`config.mk`:
```
export PLATFORM = sky130hd
export DESIGN_NAME = y_stream_out
export DESIGN_NICKNAME = d
export VERILOG_FILES = /design/src/rtl/ssm_pkg.sv /design/src/rtl/pingpong_buf2.sv /design/src/rtl/y_stream_out.sv
export SDC_FILE = /design/constraint.sdc
export NUM_CORES = 1
export LEC_CHECK = 0
export CORE_MARGIN = 1.5
export CORE_UTILIZATION = 35
export DETAILED_ROUTE_END_ITERATION = 8
export SLEW_MARGIN = 5
export SYNTH_ARGS = -nofsm -noshare
export SYNTH_HDL_FRONTEND = slang
export SYNTH_SLANG_ARGS = --single-unit
```
`constraint.sdc`:
```
create_clock -name clk -period 125.6 [get_ports clk]
set_input_delay 18.84 -clock clk [delete_from_list [all_inputs] [get_ports clk]]
set_output_delay 18.84 -clock clk [all_outputs]
set_load 0.01 [all_outputs]
```
`src/rtl/ssm_pkg.sv`:
```
// Shared SSM datapath constants, FP16 element type and a width helper.
package ssm_pkg;

    localparam int unsigned DW           = 16;
    localparam int unsigned B_DEF        = 1;
    localparam int unsigned H_DEF        = 6;
    localparam int unsigned P_DEF        = 8;
    localparam int unsigned H_TOTAL      = 24;
    localparam int unsigned H_GROUPS_DEF = H_TOTAL / H_DEF;
    localparam int unsigned LANES_DEF    = 4;

    typedef logic [DW-1:0] fp16_t;

    // Bits needed to index n items, never less than one.
    function automatic int unsigned clog2_min1(input int unsigned n);
        int unsigned r;
        r = 0;
        for (int unsigned v = n - 1; v > 0; v = v >> 1) begin
            r = r + 1;
        end
        return (r == 0) ? 1 : r;
    endfunction

endpackage

```
`src/rtl/pingpong_buf2.sv`:
```
// Two-entry wide register file; a write may reuse the slot being released this cycle.
module pingpong_buf2 #(
    parameter int unsigned W = 8
) (
    input  logic         clk,
    input  logic         rst,
    input  logic         clear,
    input  logic         wr_en,
    input  logic [W-1:0] wr_data,
    input  logic         rd_done,
    output logic [W-1:0] rd_data,
    output logic [1:0]   count,
    output logic         accept_c
);

    logic [W-1:0] mem [2];
    logic         wr_ptr;
    logic         rd_ptr;

    // Free if not full, or if the full buffer releases its head this cycle.
    always_comb begin
        accept_c = wr_en & ~clear & ((count < 2'd2) | rd_done);
    end

    // Pointer and occupancy tracking.
    always_ff @(posedge clk or negedge rst) begin
        if (!rst) begin
            wr_ptr <= 1'b0;
            rd_ptr <= 1'b0;
            count  <= 2'd0;
        end else if (clear) begin
            wr_ptr <= 1'b0;
            rd_ptr <= 1'b0;
            count  <= 2'd0;
        end else begin
            if (accept_c) wr_ptr <= ~wr_ptr;
            if (rd_done)  rd_ptr <= ~rd_ptr;
            count <= count + {1'b0, accept_c} - {1'b0, rd_done};
        end
    end

    // Payload storage; contents are meaningless until written.
    always_ff @(posedge clk) begin
        if (accept_c) mem[wr_ptr] <= wr_data;
    end

    assign rd_data = mem[rd_ptr];

endmodule

```
`src/rtl/y_stream_out.sv`:
```
// Buffers completed SSM head-group vectors and streams them out LANES elements per beat.
module y_stream_out
    import ssm_pkg::*;
#(
    parameter int unsigned B        = B_DEF,
    parameter int unsigned H        = H_DEF,
    parameter int unsigned P        = P_DEF,
    parameter int unsigned LANES    = LANES_DEF,
    parameter int unsigned H_GROUPS = H_GROUPS_DEF
) (
    input  logic                                 clk,
    input  logic                                 rst,
    input  logic [B*H*P*DW-1:0]                  y_flat,
    input  logic                                 y_done,
    input  logic                                 clear,
    output logic                                 can_accept,
    output logic [LANES*DW-1:0]                  out_data,
    output logic                                 out_valid,
    input  logic                                 out_ready,
    output logic                                 out_last,
    output logic [clog2_min1(H_GROUPS)-1:0]      out_group,
    output logic                                 ovf
);

    localparam int unsigned NE     = B * H * P;
    localparam int unsigned VEC_W  = NE * DW;
    localparam int unsigned BEAT_W = LANES * DW;
    localparam int unsigned BEATS  = NE / LANES;
    localparam int unsigned BW     = clog2_min1(BEATS);
    localparam int unsigned GW     = clog2_min1(H_GROUPS);

    logic [VEC_W-1:0] rd_data;
    logic [1:0]       count;
    logic             accept_c;
    logic [BW-1:0]    beat;
    logic [GW-1:0]    group;
    logic             hs;
    logic             last_beat;
    logic             final_hs;

    pingpong_buf2 #(.W(VEC_W)) u_buf (
        .clk      (clk),
        .rst      (rst),
        .clear    (clear),
        .wr_en    (y_done),
        .wr_data  (y_flat),
        .rd_done  (final_hs),
        .rd_data  (rd_data),
        .count    (count),
        .accept_c (accept_c)
    );

    // Handshake decode and status outputs derived from registered state.
    always_comb begin
        out_valid  = (count != 2'd0);
        hs         = out_valid & out_ready;
        last_beat  = (beat == BW'(BEATS - 1));
        final_hs   = hs & last_beat;
        out_last   = out_valid & last_beat & (group == GW'(H_GROUPS - 1));
        out_group  = group;
        can_accept = (count < 2'd2);
    end

    // Select the current beat's lanes from the head buffer entry.
    always_comb begin
        out_data = '0;
        for (int unsigned i = 0; i < BEATS; i++) begin
            if (out_valid && (beat == BW'(i))) begin
                out_data = rd_data[i*BEAT_W +: BEAT_W];
            end
        end
    end

    // Beat/group counters and sticky overflow flag.
    always_ff @(posedge clk or negedge rst) begin
        if (!rst) begin
            beat  <= '0;
            group <= '0;
            ovf   <= 1'b0;
        end else if (clear) begin
            beat  <= '0;
            group <= '0;
            ovf   <= 1'b0;
        end else begin
            if (hs) beat <= last_beat ? '0 : beat + BW'(1);
            if (final_hs) begin
                group <= (group == GW'(H_GROUPS - 1)) ? '0 : group + GW'(1);
            end
            if (y_done && !accept_c) ovf <= 1'b1;
        end
    end

endmodule
```
==> results of run 1 <==
## power by group
group	internal (uW)	total, uW	leakage (uW)	switching [uW]
combinational	33.4	70.7	0.00642	37.3
clock	265	469	0.00254	203
sequential	593	597	0.0142	4.47
## through the flow
step	area [um2]	cells
global placement	71700	6375
finish	76900	6714
CTS	76800	6674
detailed placement	71700	6375
global route	76900	6706
floorplan	60900	3389
## synth_stat cells, types with 2 or more instances
master and count:
a21oi_1 195, a221o_1 64, a22oi_1 65, and2_1 3, and3_1 3, buf_1 10, buf_2 86, buf_4 25
buf_6 23, clkbuf_1 86, dfrtp_1 11, edfxtp_1 1536, ha_1 7, inv_1 6, mux2_2 128, mux2i_1 641
nand2_1 7, nand3_1 3, nand4b_1 3, nor2_1 75, nor2b_1 2, nor3_1 67, o2111ai_1 64, o21ai_0 2
o221ai_1 64, o22ai_1 192, xnor2_1 5
## worst max-delay path: stages (launching register included)
cell	delay (ns)
dfrtp_4	1.05
buf_12	0.59
buf_4	0.80
buf_4	0.90
buf_4	0.62
mux2i_1	0.19
a221o_1	0.38
o22ai_1	0.46
clkdlybuf4s50_1	0.66
## flip-flops by register name, summed over array words and instances (netlist names)
name / cells
ovf: 1
u_buf.wr_ptr: 1
u_buf.count: 2
out_group: 2
u_buf.rd_ptr: 1
beat: 4
u_buf.mem: 1536
## cells by family (layout without fill, tap and decap cells)
logic type               Yosys count  count (layout)  synth area share
flip-flops                      1547            1547             0.761
other                              0              40                 0
multiplexers                     769             769             0.129
buffers and inverters            238            1213            0.0209
adder cells (fa/ha/maj)            7               7           0.00144
XOR/XNOR                           6               6          0.000862
AND/OR/NAND/NOR                  171             171            0.0131
AO/OA/AOI/OAI                    651             651            0.0735
## layout make-up
cell class | count | area [um2] | area share
Antenna cell | 40 | 100 | 0.00130
Clock buffer | 206 | 4390 | 0.0570
Clock inverter | 93 | 797 | 0.0104
Inverter | 7 | 28.8 | 0.000374
Multi-Input combinational cell | 1604 | 13400 | 0.174
Sequential cell | 1547 | 46400 | 0.603
Tap cell | 2310 | 2890 | 0.0376
Timing Repair Buffer | 907 | 8950 | 0.116
## routing by layer
layer,vias to the layer above,share of wire,global-route usage
met1,18300,0.39,0.257
met4,86,0.032,0.0819
met5,-,0.0029,0
met3,406,0.072,0.0575
li1,15700,-,-
met2,1350,0.50,0.354
## worst paths after layout
check                                                    to  slack, ns
worst min register to register              ovf$_DFFE_PN0P_       0.51
worst max register to register  u_buf.mem[1][548]$_DFFE_PP_     118.90
min in group asynchronous               beat[2]$_DFFE_PN0P_      18.40
max in group asynchronous          u_buf.rd_ptr$_DFFE_PN0P_     106.77
worst max-delay path                           out_data[36]      99.78
worst min-delay path                        ovf$_DFFE_PN0P_       0.51
==> results_dict.tcl, run 1 <==
set metrics [dict create \
    syn_area_mm2 0.0609 \
    synth-seq-cells 1547 \
    post_cts_buffers 0 \
    synth_area_leader_cell "edfxtp_1" \
    maxCapViolations 0 \
    clock_latency_ns 0.81 \
    holdBufCountCts 0 \
    synth_edf_count 1536 \
    worst_setup_path_end_kind "primary output" \
    grt_pass1_vias 36000 \
    num_vias 35800 \
    globalplace.congestion 0.806 \
    tightest_slew_ns 1.32 \
    yosys.area.top_type_share 0.757 \
    syn_inst 3389 \
    tns_ns 0 \
    dp_hpwl_mm 121 \
    hold_violations 0 \
    core-area_mm2 0.172 \
    hp-start "ovf$_DFFE_PN0P_" \
    tritoncts "yes" \
    preCtsSetupSlack_ns 100.63 \
    layout_commonest_cell "edfxtp_1" \
    die_x_um 420 \
    hold_class "flip-flop to flip-flop" \
    fmax_mhz 38.7 \
    async_reset_ff_frac 0.00711 \
    drive_above_1_share 0.102 \
    synthTopCellsByArea "edfxtp_1, mux2i_1, mux2_2" \
    drtAntennaViolNets 0 \
    port_buffers 842 \
    cts-resized-gates 0 \
    critical_path_class "flip-flop to primary output" \
    drv_slew 0 \
    fp-row-count 152 \
    cts_made_buffers 166 \
    drt_iter0_drc 3047 \
    grt_pass1_wl_mm 265 \
    cts_buffer_depth 3 \
    ys_seq_area_frac 0.761 \
    reg2reg_depth 10 \
    synthesis.nets 4169 \
    drc 0 \
    die-height_um 420 \
    wl_per_cell_um 28.5 \
    min_period_ns 25.82 \
    layout_setup_ws_ns 99.78 \
    clock-root-buffer "clkbuf_16" \
    hold_ws_ns 0.513 \
    syn_avg_cell_area_um2 18.0 \
    drtPass1Iterations 5 \
    worstPathArrival_ns 6.98 \
    fin_skew_ns 0.0362 \
    setup_viol_count_final 0 \
    yosysWarnings 0 \
    antenna_found_initial 102 \
    start_kind "flip-flop" \
    finalPower_uw 1140 \
    overflow 0 \
    grt_max_degree 129 \
    leakage_uw 0.0232 \
    final_core_util 0.447 \
    synthFlopType "edfxtp_1" \
    rsz0062_at_grt "false" \
    final_cell_mix "edfxtp_1, clkdlybuf4s50_1, mux2i_1" \
    fin_crit_sh 0.206 \
    start_util 0.354 \
    relSlewSlack 0.121 \
    fillers 15200 \
    status "finished, final reports clean" \
    powerDensity_mw_per_mm2 14.8 \
    drt-total-wl_mm 191 \
    clk_pin_slew_worst_paths_ns 0.06 \
    cp_max_fo 128 \
    hold_depth 2 \
    cp-startpoint "u_buf.rd_ptr$_DFFE_PN0P_" \
    via_per_inst 5.34 \
    htree_levels 4 \
    dieArea_mm2 0.177 \
    area_growth_pct 26.2 \
    io_pins 843 \
    yosysUniqueCellTypes 43 \
    numClockSinks 1547 \
    worstReg2RegStart "beat[1]$_DFFE_PN0P_" \
    nNetsFinal 5013 \
    cp.required_ns 106.76 \
    vdd_ir_drop_max_mv 0.0130 \
    grt_use_total 0.211 \
]
No activity file was read; power rests on OpenSTA's default activity.
==> inputs of run 2 (changes only) <==
==> constraint.sdc (replaced) <==
create_clock -name clk -period 24.1 [get_ports clk]
set_input_delay 3.615 -clock clk [delete_from_list [all_inputs] [get_ports clk]]
set_output_delay 3.615 -clock clk [all_outputs]
set_load 0.01 [all_outputs]
==> run 2 against run 1 <==
Compared with the run above: first-iteration DRC count rose by 2.3%; via count fell by 0.62%; count of clock-buffer cells in the layout rose by 4; global-route usage fell by 0.72 points; die area did not move; combinational power rose to 5.2 times the previous value; non-clock buffer count fell by 11.
==> results_dict.tcl, run 2 (synthesis results as in run 1) <==
set metrics [dict create \
    status "finished, final reports clean" \
    largest_register_ffs 1536 \
    met1_usage 0.247 \
    cp_num_buf_inv 4 \
    reg2reg_depth 10 \
    cp_top_family "buffers and inverters" \
    hold_violations 0 \
    grt_use_met3 0.0424 \
    rsz0062_at_grt "false" \
    htree_levels 4 \
    start_kind "flip-flop" \
    clk_pin_slew_worst_paths_ns 0.06 \
    critical_path_class "flip-flop to primary output" \
    grt_use_total 0.204 \
    hold_path_end "ovf$_DFFE_PN0P_" \
    hold_class "flip-flop to flip-flop" \
    cp_cell_sequence "buf_4 -> buf_12 -> buf_12 -> mux2_2 -> o2111ai_1 -> o221ai_1 -> a21oi_1 -> o22ai_1 -> clkdlybuf4s50_1" \
    tightest_slew_ns 1.36 \
    layout_commonest_cell "edfxtp_1" \
    drv_slew 0 \
    clock_latency_ns 0.83 \
    fin_skew_ns 0.0322 \
    setup_viol_count_final 0 \
    worstPathArrival_ns 6.13 \
    worst_setup_path_end_kind "primary output" \
    clock-root-buffer "clkbuf_16" \
    drc 0 \
    cts_made_buffers 164 \
    via_per_inst 5.30 \
    finalPower_uw 5900 \
    hold_depth 2 \
    wl_per_cell_um 27.7 \
    fin_crit_sh 0.404 \
    critical_path.max_stage_delay_ns 0.83 \
    num_vias 35600 \
    drt-total-wl_mm 186 \
    cts_buffer_depth 3 \
    io_pins 843 \
    grt.busiest_layer "met2" \
    min_period_ns 9.74 \
    fmax_mhz 103 \
    drt_iter0_drc 3118 \
    post_cts_buffers 0 \
    nNetsFinal 5000 \
    core-area_mm2 0.172 \
    vdd_ir_drop_max_mv 0.0670 \
    antenna_found_initial 82 \
    cp.required_ns 20.48 \
    globalplace.congestion 0.797 \
    numClockSinks 1547 \
    hp-start "ovf$_DFFE_PN0P_" \
    tritoncts "yes" \
    drtPass1Iterations 5 \
    cts-resized-gates 0 \
    die_x_um 420 \
    drtAntennaViolNets 0 \
    leakage_uw 0.0231 \
    die-height_um 420 \
    port_buffers 842 \
    grt_pass1_vias 35500 \
    fillers 15100 \
    overflow 0 \
    top_regs "u_buf.mem (1536), beat (4)" \
    crit_top_cell "buf_12" \
    crit_slowest_cell "dfrtp_4" \
    dp_hpwl_mm 119 \
    regMostFlops "u_buf.mem" \
    path_depth 9 \
    drive_above_1_share 0.0986 \
    fp-row-count 152 \
    grt_pass1_wl_mm 257 \
    relSlewSlack 0.0956 \
    area_growth_pct 26.3 \
    dieArea_mm2 0.177 \
    r2r_slack_ns 17.46 \
    final_cell_mix "edfxtp_1, clkdlybuf4s50_1, mux2i_1" \
    cp_max_fo 138 \
    tns_ns 0 \
    grt_max_degree 152 \
    maxCapViolations 0 \
    start_util 0.354 \
    powerDensity_mw_per_mm2 76.7 \
    reg2reg_to "u_buf.mem[1][410]$_DFFE_PP_" \
    holdBufCountCts 0 \
    worstReg2RegStart "beat[1]$_DFFE_PN0P_" \
    grt_util_met2 0.352 \
]
run 2: cell types whose count changed in the layout (fill, tap and decap cells not counted), sizes merged:
cell / before / now
buf: 65 / 54
clkbuf: 206 / 210
clkinv: 80 / 68
clkinvlp: 3 / 7
diode: 40 / 54
inv: 9 / 11
run 2: power breakdown:
group	switching [uW]	leakage, uW	total [uW]	internal, uW
Clock	1050	0.00250	2420	1370
Sequential	23.5	0.0142	3110	3090
Combinational	195	0.00639	371	175
Total	1270	0.0231	5900	4630
run 2: layout make-up:
class                           instances  area (um2)  area share
Tap cell                             2310        2890      0.0376
Antenna cell                           54         135     0.00176
Multi-Input combinational cell       1604       13400       0.174
Sequential cell                      1547       46400       0.603
Clock buffer                          210        4340      0.0564
Timing Repair Buffer                  896        8970       0.117
Clock inverter                         87         807      0.0105
Inverter                                7        28.8    0.000374
run 2: worst max path at each step:
stage	start	endpoint
after floorplan	out_ready	u_buf.mem[1][0]$_DFFE_PP_
after global placement	u_buf.rd_ptr$_DFFE_PN0P_	out_data[38]
after detailed placement	u_buf.rd_ptr$_DFFE_PN0P_	out_data[27]
after CTS	u_buf.rd_ptr$_DFFE_PN0P_	out_data[27]
after global routing	u_buf.rd_ptr$_DFFE_PN0P_	out_data[38]
final	u_buf.rd_ptr$_DFFE_PN0P_	out_data[27]
run 2: per-layer routing:
metal	up-vias	routed length (um)
li1	15600	-
met1	18300	72400
met2	1294	96100
met3	334	11300
met4	42	5820
met5	-	275
run 2: per-stage QoR:
stage	util	hold slack, ns	area (um2)	std cells	setup slack [ns]
finish	0.447	0.512	77000	6715	14.36
global route	0.447	0.545	76900	6704	14.02
CTS	0.446	0.513	76800	6661	14.24
detailed placement	0.416	0.495	71700	6364	15.17
global placement	0.416	0.482	71700	6364	15.12
floorplan	-	0.529	61000	3389	1.34
run 2: worst register-to-register path: cells and delay by family, from the launching register on:
family                     cells  cell delay, ns
DFF                            1            0.44
AOI/OAI and AO/OA              1            0.16
and+or+nand+nor                3            1.24
adders and majority gates      1            0.69
buffers and inverters          5            3.68
